**src/rtl/fetch_stage_pkg.sv**
```systemverilog
// Shared CPU constants and the fetch-stage state encoding.
// Imported by fetch_stage, its IF/ID register and the IMEM interface.
package fetch_stage_pkg;

   localparam int          CPU_XLEN      = 32;
   localparam logic [31:0] CPU_RESET_PC  = 32'h0000_0000;
   localparam logic [31:0] CPU_NOP_INSTR = 32'h0000_0013;

   typedef enum logic [1:0] {
      FETCH = 2'd0,
      WAIT  = 2'd1,
      HOLD  = 2'd2,
      DROP  = 2'd3
   } fetch_state_e;

endpackage

```
**src/rtl/fetch_stage_if.sv**
```systemverilog
// Instruction-memory request/response bus, one request outstanding.
// Ports: req/addr (master->slave), ready/valid/rdata (slave->master).
interface fetch_stage_if
   import fetch_stage_pkg::*;
#(
   parameter int XLEN = CPU_XLEN
);

   logic            req;
   logic [XLEN-1:0] addr;
   logic            ready;
   logic            valid;
   logic [31:0]     rdata;

   modport master (
      output req,
      output addr,
      input  ready,
      input  valid,
      input  rdata
   );

   modport slave (
      input  req,
      input  addr,
      output ready,
      output valid,
      output rdata
   );

endinterface

```
**src/rtl/fetch_stage_ifid_reg.sv**
```systemverilog
// IF/ID pipeline register: stall holds, squash clears, load captures.
// Ports: clk_i, rst_i, stall, squash, load, load_pc/instr -> pc/instr/valid.
module fetch_stage_ifid_reg
   import fetch_stage_pkg::*;
#(
   parameter int          XLEN      = CPU_XLEN,
   parameter logic [31:0] NOP_INSTR = CPU_NOP_INSTR
) (
   input  logic            clk_i,
   input  logic            rst_i,
   input  logic            stall,
   input  logic            squash,
   input  logic            load,
   input  logic [XLEN-1:0] load_pc,
   input  logic [31:0]     load_instr,
   output logic [XLEN-1:0] pc,
   output logic [31:0]     instr,
   output logic            valid
);

   always_ff @(posedge clk_i or negedge rst_i) begin
      if (!rst_i) begin
         pc    <= '0;
         instr <= NOP_INSTR;
         valid <= 1'b0;
      end else if (!stall) begin
         if (squash) begin
            pc    <= '0;
            instr <= NOP_INSTR;
            valid <= 1'b0;
         end else if (load) begin
            pc    <= load_pc;
            instr <= load_instr;
            valid <= 1'b1;
         end else begin
            // bubble keeps the last pc for debug visibility
            instr <= NOP_INSTR;
            valid <= 1'b0;
         end
      end
   end

endmodule

```
**src/rtl/fetch_stage.sv**
```systemverilog
// Instruction fetch: PC, single-outstanding IMEM fetch FSM, IF/ID reg.
// Ports: clk_i, rst_i, hazard controls, redirect, imem bus, PC/IF-ID outs.
module fetch_stage
   import fetch_stage_pkg::*;
#(
   parameter int              XLEN      = CPU_XLEN,
   parameter logic [XLEN-1:0] RESET_PC  = XLEN'(CPU_RESET_PC),
   parameter logic [31:0]     NOP_INSTR = CPU_NOP_INSTR
) (
   input  logic            clk_i,
   input  logic            rst_i,
   input  logic            PCWrite_i,
   input  logic            Stall_i,
   input  logic            Flush_i,
   input  logic [XLEN-1:0] BranchTarget_i,
   fetch_stage_if.master   imem,
   output logic [XLEN-1:0] PC_o,
   output logic [XLEN-1:0] IFIDPC_o,
   output logic [31:0]     IFIDInstr_o,
   output logic            IFIDValid_o
);

   fetch_state_e    state_q;
   fetch_state_e    state_d;
   logic [XLEN-1:0] pc_q;
   logic [XLEN-1:0] pc_d;
   logic [XLEN-1:0] req_pc_q;
   logic [XLEN-1:0] req_pc_d;
   logic [31:0]     buf_q;
   logic [31:0]     buf_d;
   logic            advance;
   logic            redirect;
   logic            deliver;
   logic [31:0]     dlv_instr;

   assign advance  = PCWrite_i & ~Stall_i;
   assign redirect = Flush_i & ~Stall_i;

   assign imem.req  = rst_i & (state_q == FETCH);
   assign imem.addr = pc_q;
   assign PC_o      = pc_q;

   always_ff @(posedge clk_i or negedge rst_i) begin
      if (!rst_i) begin
         state_q  <= FETCH;
         pc_q     <= RESET_PC;
         req_pc_q <= '0;
         buf_q    <= '0;
      end else begin
         state_q  <= state_d;
         pc_q     <= pc_d;
         req_pc_q <= req_pc_d;
         buf_q    <= buf_d;
      end
   end

   always_comb begin
      state_d   = state_q;
      req_pc_d  = req_pc_q;
      buf_d     = buf_q;
      deliver   = 1'b0;
      dlv_instr = buf_q;
      unique case (state_q)
         FETCH: begin
            if (imem.ready) begin
               req_pc_d = pc_q;
               // accepted together with a redirect: response is stale
               state_d  = redirect ? DROP : WAIT;
            end
         end
         WAIT: begin
            if (redirect) begin
               state_d = imem.valid ? FETCH : DROP;
            end else if (imem.valid) begin
               if (advance) begin
                  deliver   = 1'b1;
                  dlv_instr = imem.rdata;
                  state_d   = FETCH;
               end else begin
                  buf_d   = imem.rdata;
                  state_d = HOLD;
               end
            end
         end
         HOLD: begin
            if (redirect) begin
               state_d = FETCH;
            end else if (advance) begin
               deliver = 1'b1;
               state_d = FETCH;
            end
         end
         DROP: begin
            // a redirect here only moves the PC; the stale
            // response still has to be swallowed
            if (imem.valid) begin
               state_d = FETCH;
            end
         end
         default: state_d = FETCH;
      endcase
   end

   always_comb begin
      pc_d = pc_q;
      if (redirect) begin
         pc_d = BranchTarget_i;
      end else if (deliver) begin
         pc_d = req_pc_q + XLEN'(4);
      end
   end

   fetch_stage_ifid_reg #(
      .XLEN      (XLEN),
      .NOP_INSTR (NOP_INSTR)
   ) u_ifid (
      .clk_i      (clk_i),
      .rst_i      (rst_i),
      .stall      (Stall_i),
      .squash     (redirect),
      .load       (deliver),
      .load_pc    (req_pc_q),
      .load_instr (dlv_instr),
      .pc         (IFIDPC_o),
      .instr      (IFIDInstr_o),
      .valid      (IFIDValid_o)
   );

endmodule

```
**src/flat_wrapper.sv**
```systemverilog
// flat-port wrapper written by rule: the top's interface ports become plain ports
module fetch_stage_flat import fetch_stage_pkg::*;
#(
   parameter int              XLEN      = CPU_XLEN,
   parameter logic [XLEN-1:0] RESET_PC  = XLEN'(CPU_RESET_PC),
   parameter logic [31:0]     NOP_INSTR = CPU_NOP_INSTR
)
  (clk_i, rst_i, PCWrite_i, Stall_i, Flush_i, BranchTarget_i, PC_o, IFIDPC_o, IFIDInstr_o, IFIDValid_o, imem_req, imem_addr, imem_ready, imem_valid, imem_rdata);
  fetch_stage_if #(.XLEN(XLEN)) imem_i ();
  input  logic clk_i;
  input  logic rst_i;
  input  logic PCWrite_i;
  input  logic Stall_i;
  input  logic Flush_i;
  input  logic [XLEN-1:0] BranchTarget_i;
  output logic [XLEN-1:0] PC_o;
  output logic [XLEN-1:0] IFIDPC_o;
  output logic [31:0] IFIDInstr_o;
  output logic IFIDValid_o;
  output wire logic [$bits(imem_i.req)-1:0] imem_req;
  output wire logic [$bits(imem_i.addr)-1:0] imem_addr;
  input wire logic [$bits(imem_i.ready)-1:0] imem_ready;
  input wire logic [$bits(imem_i.valid)-1:0] imem_valid;
  input wire logic [$bits(imem_i.rdata)-1:0] imem_rdata;
  assign imem_req = imem_i.req;
  assign imem_addr = imem_i.addr;
  assign imem_i.ready = imem_ready;
  assign imem_i.valid = imem_valid;
  assign imem_i.rdata = imem_rdata;
  fetch_stage #(.XLEN(XLEN), .RESET_PC(RESET_PC), .NOP_INSTR(NOP_INSTR)) u_core (.clk_i(clk_i), .rst_i(rst_i), .PCWrite_i(PCWrite_i), .Stall_i(Stall_i), .Flush_i(Flush_i), .BranchTarget_i(BranchTarget_i), .imem(imem_i), .PC_o(PC_o), .IFIDPC_o(IFIDPC_o), .IFIDInstr_o(IFIDInstr_o), .IFIDValid_o(IFIDValid_o));
endmodule
```
**config.mk**
```make
export PLATFORM = sky130hd
export DESIGN_NAME = fetch_stage_flat
export DESIGN_NICKNAME = d
export VERILOG_FILES = /design/src/rtl/fetch_stage_pkg.sv /design/src/rtl/fetch_stage_if.sv /design/src/rtl/fetch_stage_ifid_reg.sv /design/src/rtl/fetch_stage.sv /design/src/flat_wrapper.sv
export SDC_FILE = /design/constraint.sdc
export NUM_CORES = 1
export LEC_CHECK = 0
export CORE_MARGIN = 1.5
export CORE_UTILIZATION = 43
export CTS_CLUSTER_DIAMETER = 80
export CTS_CLUSTER_SIZE = 8
export DETAILED_ROUTE_END_ITERATION = 8
export PLACE_DENSITY = 0.71
export SYNTH_ARGS = -nofsm -noshare
export SYNTH_HDL_FRONTEND = slang
export SYNTH_SLANG_ARGS = --single-unit
```
**constraint.sdc**
```tcl
create_clock -name clk_i -period 3.65 [get_ports clk_i]
set_input_delay 0.5475 -clock clk_i [delete_from_list [all_inputs] [get_ports clk_i]]
set_output_delay 0.5475 -clock clk_i [all_outputs]
set_load 0.02 [all_outputs]
```
---- Word level (Yosys, flattened, before mapping) ----
Index checks and enable logic that the tools add are counted.
storage, ports and cells
  register bits ........................... 163
  bits of input ports ..................... 71
  output and inout bits ................... 130
  word-level logic and storage cells ...... 53
operators by class
  $add $sub $neg .......................... 1
  eq/ne operators ......................... 7
  multiplexer cells ....................... 26
  bitwise operators ....................... 6
  reductions and logical operators ........ 6
operator list
  kind                                           count
  2-to-1 mux 32 bit                              9
  adder 32 x 3 -> 32 bit, second input constant  1
  2-to-1 mux 2 bit                               9
  case mux 2 bit (4 select lines)                1
  AND reduction 4 bit                            2
  2-to-1 mux 1 bit                               6
  == test 2 bit, second input constant           2
  != test 2 bit, second input constant           2
  AND reduction 2 bit                            2
  bitwise AND 1 bit                              3
  != test 3 x 1 -> 1 bit, second input constant  1
  != test 3 x 2 -> 1 bit, second input constant  1
  NOT 1 bit                                      3
  == test 2 x 1 -> 1 bit, second input constant  1
  zero test 2 bit                                1
  case mux 1 bit (2 select lines)                1
  nonzero test 2 bit                             1

---- Longest topological paths before layout ----
  depth after elaboration ................. 8
  gate-level depth with buffers ........... 10

---- By module ----
Synthesis repeated with hierarchy kept, for this count alone.
unflattened totals
  cells, all modules ...................... 772
  area total of the unflattened synthesis .. 8,425.6 um2
modules (own cells, without submodules)
  module                instances  cells each  area an instance (um2)  sequential area each (um2)
  fetch_stage           1          454         5,176.2                 2,452.4
  fetch_stage_ifid_reg  1          318         3,249.4                 1,630.3

---- Least setup slack after synthesis ----
Ideal clock, no wire load.
  path type ............................... register to register
  start ................................... register u_core.state_q[1]
  end ..................................... register u_core.u_ifid.pc[21]
  library setup time ...................... 117 ps
  arrival time ............................ 1,891 ps
  required time ........................... 3,533 ps
  setup slack ............................. 1,641 ps
  cell stages (with the launch flop) ...... 11
  path buffers ............................ 4
  period minus slack after synthesis ...... 2,009 ps
  cell sequence ........................... dfrtp_1 -> inv_1 -> ha_1 -> buf_4 -> a21oi_2 -> or4b_4 -> buf_6 -> buf_6 -> buf_2 -> nand3_1 -> nand2_1
on the way
  word-level cells in the longest chain between the ends .. 4
  elaborated cells between the ends (all ways) .. 5
RTL lines
  element                                                         RTL line                    RTL
  from (decl)                                                     fetch_stage.sv:23           fetch_state_e state_q;
  from (signal assigned)                                          fetch_stage.sv:50           state_q <= state_d;
  == test 2 bit / == test 2 x 1 -> 1 bit (equally long branches)  fetch_stage.sv:63           unique case (state_q)
  case mux 1 bit (2 select lines) (*)                             fetch_stage.sv:63
  nonzero test 2 bit (no line) (*)                                n/a
  AND reduction 2 bit (no line) (*)                               n/a
  to (signal assigned)                                            fetch_stage_ifid_reg.sv:32  pc <= load_pc;
  to (decl)                                                       fetch_stage_ifid_reg.sv:16  output logic [XLEN-1:0] pc,
Mark *: on every way between the ends. The rest lies on a longest branch, timed or not.
A chain may end at the register's enable or synchronous reset.

---- Worst setup path after layout ----
  start ................................... register u_core.state_q[1]
  end ..................................... register u_core.pc_q[2], in the netlist u_core.PC_o[2]
on the way
  word-level cells in the longest chain between the ends .. 3
  elaborated cells between the ends (all ways) .. 4
RTL lines
  element                                                         RTL line           RTL
  == test 2 bit / == test 2 x 1 -> 1 bit (equally long branches)  fetch_stage.sv:63
  case mux 1 bit (2 select lines) (*)                             fetch_stage.sv:63
  nonzero test 2 bit (no line) (*)                                n/a
  to (signal assigned)                                            fetch_stage.sv:51  pc_q <= pc_d;
  to (decl)                                                       fetch_stage.sv:25  logic [XLEN-1:0] pc_q;
Marks and branches as above.

==> impl_metrics.csv <==
group,metric,value,unit
drt,vias,5645,
synthesis,yosysTopAreaCell,"dfrtp_1",
clock_tree,cts-root-buf,"clkbuf_16",
clock_tree,cts-resized-gates,0,
min_path,holdCritPathClass,"input pin to async pin",
sta,fin_crit_sh,0.711,
final_layout,final_nets,920,
clock_tree,htreeDepth,4,
sta,finalSetupViolCount,0,
critical_path,worstPathCellList,"inv_1 > ha_1 > a21oi_2 > or4b_4 > buf_4 > a21oi_1 > o21ai_1",
synthesis,synth_area,7520,sq um
critical_path,critPathMaxFanout,62,
placement,port_buffers,200,
sta,fin_ws,1.05,ns
global_routing,globalRouteOverflowTotal,0,
power_and_ir_drop,leakage,4.51,nW
placement,place_congestion,0.795,
clock_tree,cts_tree,"built",
clock_tree,post_cts_buffers,0,
clock_tree,cts_buffers,17,
synthesis,synthTopCellsByArea,"dfrtp_1, mux2_2, nand2_1",
sta,setup_tns,0,ns
global_routing,track_usage,0.217,
synthesis,syn-mean-instance-area,10.9,sq um
critical_path,critical_path_required,3.95,ns
floorplanning,initial_core_util,0.438,
final_layout,fillers,1549,
job,max-cap-violations,0,
clock_tree,cts.sinks,163,
synthesis,yosys_most_used_dff,"dfrtp_1",
critical_path,path_class,"flip-flop to flip-flop",
clock_tree,worstSkewPairLatency,0.43,ns
sta,fin_worst_skew,0.00986,ns
synthesis,synth_commonest_cells,"dfrtp_1, nand2_1, mux2_2, nand3_1, o21ai_0",
power_and_ir_drop,power_density,665,nW/um^2
sta,finalHoldViolCount,0,
power_and_ir_drop,total_power,6.69,mW
drt,drt_wl_total,18900,microns
synthesis,ys_warn_count,0,
clock_tree,hold_buffers,1,
critical_path,startpoint_type,"flip-flop",
floorplanning,die_y,135,microns
global_routing,grt_pass1_vias,5717,
sta,rsz0062_at_grt,"no",
critical_path,crit_path_end_kind,"flip-flop",
power_and_ir_drop,peakVddDrop,0.000354,V
global_routing,grt_pass1_wl,30700,microns
floorplanning,pin_count,201,
drt,via_per_inst,5.22,
clock_tree,clkTransAtPathRegs,0.07,ns
drt,drcViolationCount,0,
placement,dpl_cell_area,9470,sq um
synthesis,synth_seq_area_share,0.543,
floorplanning,core_area,17200,sq um
final_layout,drive_above_1_share,0.140,
final_layout,final_area,10100,sq um
synthesis,synth_edf_count,0,
synthesis,ys_seq_elements,163,
status,outcome,"completed",
clock_tree,clockBufferDepth,2,
synthesis,synthesis.nets,764,
drt,ant_nets,0,
drt,dr.pass1.iters,5,
critical_path,worst_path_max_delay_cell,"or4b_4",
floorplanning,rows,48,
synthesis,async_flop_share,1.00,
drt,post_drt_wl_per_cell,17.5,microns
final_layout,antenna_cells,0,
sta,slew_headroom,0.292,
synthesis,yosys.area.top_type_share,0.533,
sta,slew_viol_final,0,
final_layout,area_growth,33.8,%
synthesis,syn_inst,687,
critical_path,arrival,2.89,ns
sta,tightest_slew,1.06,ns
floorplanning,die_x,135,microns
global_routing,antenna_found_initial,0,
floorplanning,die_area,18300,sq um
sta,post-route-min-period,2.60,ns
synthesis,synth.distinct_cells,43,
sta,fmax,0.385,GHz
placement,dp_hpwl,12500,microns
synthesis,yosysMostFrequentCell,"dfrtp_1",
drt,drt-initial-drc-count,345,
placement,place_ws,0.800,ns
final_layout,post-route-util,0.586,
critical_path,cp_slowest_stage_delay,0.83,ns
global_routing,grt_max_degree,84,
## per-layer routing
layer,track usage,up-vias,wire (microns)
met5,0,-,0
met4,0.0603,0,236
met3,0.0658,16,1420
met2,0.344,185,8790
met1,0.288,2767,8460
li1,-,2677,-
## flip-flops by register name, summed over array words and instances, names as in the netlist
name / flops
u_core.PC_o: 32
u_core.u_ifid.instr: 32
u_core.req_pc_q: 32
u_core.buf_q: 32
u_core.u_ifid.valid: 1
u_core.u_ifid.pc: 32
u_core.state_q: 2
## kinds of logic after synthesis
family                     share of synthesized area
AOI/OAI and AO/OA                             0.0812
xor gates and xnor gates                      0.0303
adders and majority gates                    0.00998
buffers and inverters                         0.0597
DFF                                            0.543
muxes                                          0.138
and+or+nand+nor                                0.137
## critical path: cells and delay by family, from the launching register on
| family | cells | cell delay, ns |
|---|---|---|
| AOI/OAI and AO/OA | 3 | 0.36 |
| adders and majority gates | 1 | 0.32 |
| buffers and inverters | 2 | 0.50 |
| DFF | 1 | 0.40 |
| and+or+nand+nor | 1 | 0.83 |
## final timing paths
kind	slack, ns	from	endpoint	cells past startpoint
max	1.05	u_core.state_q[1]	u_core.PC_o[2]	7
min	0.47	rst_i	u_core.req_pc_q[6]	2
max reg2reg	1.05	u_core.state_q[1]	u_core.PC_o[2]	7
min reg2reg	0.50	u_core.u_ifid.instr[19]	u_core.u_ifid.instr[19]	2
max in group asynchronous	1.98	rst_i	u_core.u_ifid.pc[17]	3
min in group clk_i	0.50	u_core.u_ifid.instr[19]	u_core.u_ifid.instr[19]	2
## layout make-up
class	instances	area (sq um)	area share
multi-input combinational	445	3010	0.299
sequential	163	4080	0.406
clock inverter	13	125	0.0124
clock buffer	19	453	0.0450
inverter	4	15.0	0.00149
tap	225	282	0.0280
timing repair buffer	212	2100	0.208
## metrics by stage
stage          std cells  hold WS [ns]
2_1_floorplan        687         0.252
3_3_place_gp        1048         0.331
3_5_place_dp        1048         0.330
4_1_cts             1081         0.462
5_1_grt             1081         0.466
6_report            1081         0.465
## where the power goes
group          total (mW)  internal (mW)  switching, mW  leakage [nW]
combinational        2.10           1.12          0.974          2.15
clock                1.75          0.984          0.768         0.269
sequential           2.84           2.33          0.508          2.09
## cells in the final DEF, fill, tap and decap left out, types with 2 or more instances in the layout
cell / n
a21oi_1: 13
a221o_1: 5
a22o_1: 2
a22oi_1: 23
and2_1: 2
and3_1: 9
and4_1: 3
buf_4: 11
clkbuf_16: 17
clkbuf_8: 2
clkdlybuf4s50_1: 199
clkinv_4: 2
clkinvlp_4: 5
dfrtp_1: 160
dfstp_2: 3
ha_1: 6
inv_1: 4
inv_6: 4
mux2_2: 64
mux2i_1: 32
nand2_1: 108
nand2b_1: 2
nand3_1: 43
nand3b_1: 2
nand4_1: 11
nor2_1: 14
nor2b_1: 4
nor3_1: 4
nor4_1: 3
o21ai_0: 39
o21ai_1: 16
xnor2_1: 11
xor2_1: 15
Note: power is estimated with default switching activity, not from simulation.
==> patch 1 (config.mk and constraints unchanged) <==
Re-encode `fetch_state_e` (4 states) as one-hot, 4 bits wide.
--- a/src/rtl/fetch_stage_pkg.sv
+++ b/src/rtl/fetch_stage_pkg.sv
@@ -7,9 +7,9 @@
    localparam logic [31:0] CPU_NOP_INSTR = 32'h0000_0013;
 
-   typedef enum logic [1:0] {
-      FETCH = 2'd0,
-      WAIT  = 2'd1,
-      HOLD  = 2'd2,
-      DROP  = 2'd3
+   typedef enum logic [3:0] {
+      FETCH = 4'b0001,
+      WAIT  = 4'b0010,
+      HOLD  = 4'b0100,
+      DROP  = 4'b1000
    } fetch_state_e;
 
Formal check against the unedited RTL: no difference found for any inputs over 4 cycles, from zero or initial values and one cycle with rst_i low; so few cycles prove little.
==> patch 1 against the unedited design <==
Utilization rose by 0.48 points; area after synthesis rose by 1.4%; maximum frequency fell by 4.5%; design area rose by 1.5%; total power fell by 2.6%; sequential cell count rose by 2; wire length rose by 5.7%; worst setup slack got worse by 0.12 ns; critical endpoint is now imem_req.
==> patch 1: results (changes against the unedited design) <==
stage	metric	value	unit	change
cells_and_area	layout cells sized above 1	14.9	%	+0.92 points
synthesis	Cell variety after synth	47		+9.3%
worst_setup_path	WP data arrival	2.17	ns	-0.72 ns
outcome	status	completed		
detailed_routing	met3 routed WL	1180	um	-17%
cells_and_area	Multi-In Gates	402		-9.7%
synthesis	synth top area cells	dfrtp_1, mux2_4, mux2_2, mux2i_1, buf_4		
global_routing	largest net degree at the start of global routing	82		-2.4%
global_routing	GR Util met1	29.0	%	+0.23 points
worst_setup_path	R2R Path Start	u_core.state_q[3]		
cells_and_area	sequential cell area	4130	sq um	+1.3%
cells_and_area	Inverters, non-clock	2		-2
worst_setup_path	CP max FO	4		-94%
synthesis	mux cell area share after synthesis	15.4	%	+1.6 points
synthesis	Ys Warns	0		unchanged
worst_setup_path	crit path capture	imem_req		
detailed_routing	met2 wire length	9770	um	+11%
worst_setup_path	setup slack, reg-to-reg	1.25	ns	+0.20 ns
detailed_routing	Starting DRT DRC Count	291		-16%
synthesis	Synth Area in XOR/XNOR	3.22	%	+0.19 points
synthesis	register area share after synthesis	54.2	%	-0.067 points
worst_setup_path	CP max stage cell	clkdlybuf4s50_1		
worst_setup_path	CP max stage delay	0.60	ns	-0.23 ns
synthesis	compound-gate portion of the synthesized area	11.2	%	+3.0 points
cells_and_area	Non-clock buffers	209		-1.4%
cells_and_area	nets@finish	869		-5.5%
global_routing	Overall Global Routing Usage	22.0	%	+0.29 points
sta	Clock Skew	0.00884	ns	-0.00102 ns
clock_tree	Clock Sink Count	165		+1.2%
global_routing	first-pass GRT wire length	31600	um	+2.8%
placed_design	post-DP HPWL	13200	um	+5.2%
cells_and_area	clock-cell share of area	6.49	%	+0.75 points
worst_setup_path	Critical Path Start	u_core.state_q[0]		
global_routing	vias in the first global route	5958		+4.2%
placed_design	Placer Congestion	0.798		+0.36%
cells_and_area	Filler cells	1382		-11%
detailed_routing	Via Count	5735		+1.6%
sta	slew of the pin with the lowest slew margin	1.17	ns	+0.106 ns
pwr	clock network power share	30.6	%	+4.4 points
pwr	maximum VDD drop	0.329	mV	-7.0%
worst_hold_path	hold path cells	2		
pwr	Seq group	2.75	mW	-3%
cells_and_area	clock buffers	18		-1
cells_and_area	fraction of area in multi-input gates	29.8	%	-0.12 points
worst_setup_path	worst reg2reg endpoint	u_core.PC_o[12]		
worst_setup_path	FF-to-FF path depth	4		-3
synthesis	post-synthesis adder-cell area fraction	0.164	%	-0.83 points
worst_setup_path	Crit Path Class	flip-flop to output port		
synthesis	post-synth net total	711		-6.9%
detailed_routing	Routed met1 length	8720	um	+3.1%
clock_tree	CTS Hold Bufs	1		unchanged
pwr	Switch Pwr	2.00	mW	-11%
cells_and_area	non-clk buf share	20.4	%	-0.41 points
synthesis	Post-synth top cells	dfrtp_1, nand2_1, o21ai_0		
global_routing	M2 GR Usage	36.3	%	+1.9 points
-- patch 1: cell types whose count changed after synthesis, moves of 5 or more --
cell,delta
nand2_1,-55
ha_1,-5
clkbuf_1,-6
a22oi_1,-6
o21ai_1,-13
mux2_2,-30
o21ai_0,+9
nand3_1,-23
o22ai_1,+6
xor2_1,+6
a21oi_1,+5
mux2_4,+30
a22o_1,+25
-- patch 1: stage by stage --
step	setup WS [ns]	instances	total power, mW	hold WS [ns]	instance area (sq um)
after global routing	0.772	1035	6.82	0.507	10200
after CTS	0.902	1035	6.55	0.488	10200
after global placement	0.687	1002	4.45	0.365	9540
after detailed placement	0.603	1002	4.53	0.367	9540
after floorplan	1.64	639	3.90	0.252	7620
final	0.933	1035	6.51	0.486	10200
-- patch 1: critical path: cells and delay by family, from the launching register on --
family,cells,cell delay [ns]
and+or+nand+nor,2,0.57
DFF,1,0.57
buffers and inverters,1,0.60
==> patch 2 (same settings) <==
Without the edit above. Change the package constant `CPU_XLEN` from 32 to 48.
--- a/src/rtl/fetch_stage_pkg.sv
+++ b/src/rtl/fetch_stage_pkg.sv
@@ -3,5 +3,5 @@
 package fetch_stage_pkg;
 
-   localparam int          CPU_XLEN      = 32;
+   localparam int          CPU_XLEN      = 48;
    localparam logic [31:0] CPU_RESET_PC  = 32'h0000_0000;
    localparam logic [31:0] CPU_NOP_INSTR = 32'h0000_0013;
Interface: changed (resized BranchTarget_i, IFIDPC_o, PC_o and imem_addr); port bits go from 201 to 265. No check against the original RTL was run, so the function may have changed too.
==> patch 2 against the unedited design <==
Area after synthesis rose by 30%; die area rose by 29%; wire length rose by 38%; design area rose by 31%; sequential cell count rose by 48; utilization rose by 1.1 points; total power rose by 37%; count of clock-buffer cells in the layout rose by 23; worst setup slack got worse by 0.13 ns; largest cell class unchanged; first-iteration DRC count rose by 21%.
==> patch 2: results (changes against the unedited design) <==
stage	metric	value	unit	change
worst_setup_path	CP max FO	38		-39%
synthesis	Cell variety after synth	46		+7.0%
outcome	status	completed		
worst_setup_path	CP max stage delay	0.60	ns	-0.23 ns
cells_and_area	final cell count without fillers	1352		+25%
clock_tree	Num CTS Buffers	30		+13
global_routing	first-pass GRT wire length	41900	um	+36%
global_routing	largest net degree at the start of global routing	74		-12%
placed_design	placed cells	1306		+25%
placed_design	post-DP HPWL	17100	um	+37%
synthesis	Gate Count Post-Synth	848		+23%
pwr	maximum VDD drop	0.285	mV	-20%
detailed_routing	total routed wirelength	26100	um	+38%
clock_tree	Clock Latency Late Sink	0.53	ns	+0.10 ns
worst_setup_path	Worst path top cell family by delay	buffers and inverters		
synthesis	synth top area cells	dfrtp_1, mux2_2, buf_4, nand2_1, mux2i_1		
synthesis	register area share after synthesis	54.2	%	-0.070 points
detailed_routing	Via Count	7432		+32%
detailed_routing	Starting DRT DRC Count	417		+21%
sta	slew of the pin with the lowest slew margin	0.923	ns	-0.138 ns
clock_tree	Worst-path clk slew	0.05	ns	-0.02 ns
placed_design	Port Buffers	264		+32%
global_routing	vias in the first global route	7496		+31%
synthesis	Post-synth top cells	dfrtp_1, nand2_1, mux2_2		
worst_setup_path	CP max stage cell	clkdlybuf4s50_1		
clock_tree	Longest Clk Path Bufs	3		+1
global_routing	Overall Global Routing Usage	22.0	%	+0.34 points
worst_setup_path	WP data arrival	2.18	ns	-0.71 ns
placed_design	Placer Congestion	0.824		+3.6%
global_routing	initial antenna violation count	3		+3
pwr	Static Leak	5.73	nW	+27%
patch 2: worst reg2reg max path, delay by kind of cell (launching register included):
family / cells / cell delay, ns
buf+inv: 2 / 0.52
fa+ha+maj: 1 / 0.26
simple gates: 2 / 0.67
flops: 1 / 0.37
compound gates: 2 / 0.67
patch 2: kinds of logic after synthesis:
group / count (synthesis) / share of synthesized area, %
and+or+nand+nor: 193 / 10.6
buffers and inverters: 116 / 6.72
AOI/OAI and AO/OA: 166 / 11.1
xor gates and xnor gates: 41 / 3.69
adders and majority gates: 6 / 0.770
muxes: 115 / 12.9
DFF: 211 / 54.2
patch 2: power by group:
part	switching [mW]	leakage [nW]	internal, mW
Sequential	0.717	2.71	3.02
Combinational	1.36	2.63	1.57
Clock	0.968	0.395	1.52
patch 2: area by class of cell:
type                            instances  area (sq um)  share of cell area, %
Sequential cell                       211          5280                   40.2
Multi-Input combinational cell        521          3840                   29.2
Timing Repair Buffer                  280          2780                   21.2
Clock buffer                           42           817                   6.21
Tap cell                              280           350                   2.66
Inverter                               15          56.3                  0.428
Clock inverter                          1          7.51                 0.0571
Antenna cell                            2          5.00                 0.0381
patch 2: worst paths after layout:
kind,startpoint,end,slack [ns],cells past startpoint
setup reg to reg,u_core.state_q[1],u_core.PC_o[6],1.04,7
hold reg to reg,u_core.u_ifid.instr[5],u_core.u_ifid.instr[5],0.48,2
setup / recovery,rst_i,imem_req,0.92,4
min in group clk_i,u_core.u_ifid.instr[5],u_core.u_ifid.instr[5],0.48,2
max in group asynchronous,rst_i,u_core.u_ifid.instr[27],1.51,4
hold / removal,rst_i,u_core.u_ifid.pc[17],0.48,2
patch 2: per-layer routing:
| layer | global-route usage [%] | vias to the layer above | part of all wire (%) |
|---|---|---|---|
| met3 | 3.92 | 50 | 6.5 |
| li1 | - | 3402 | - |
| met5 | 0 | - | 0.050 |
| met2 | 36.2 | 271 | 47 |
| met1 | 30.0 | 3707 | 44 |
| met4 | 6.20 | 2 | 2.6 |
patch 2: stage by stage:
stage	hold slack, ns	area (sq um)	worst slack [ns]	utilization, %
after floorplan	0.252	9740	1.70	-
after global placement	0.442	12300	0.855	55.9
after detailed placement	0.445	12300	0.768	55.9
after CTS	0.483	13100	0.893	59.7
after global routing	0.504	13100	0.833	59.7
final	0.478	13100	0.921	59.7
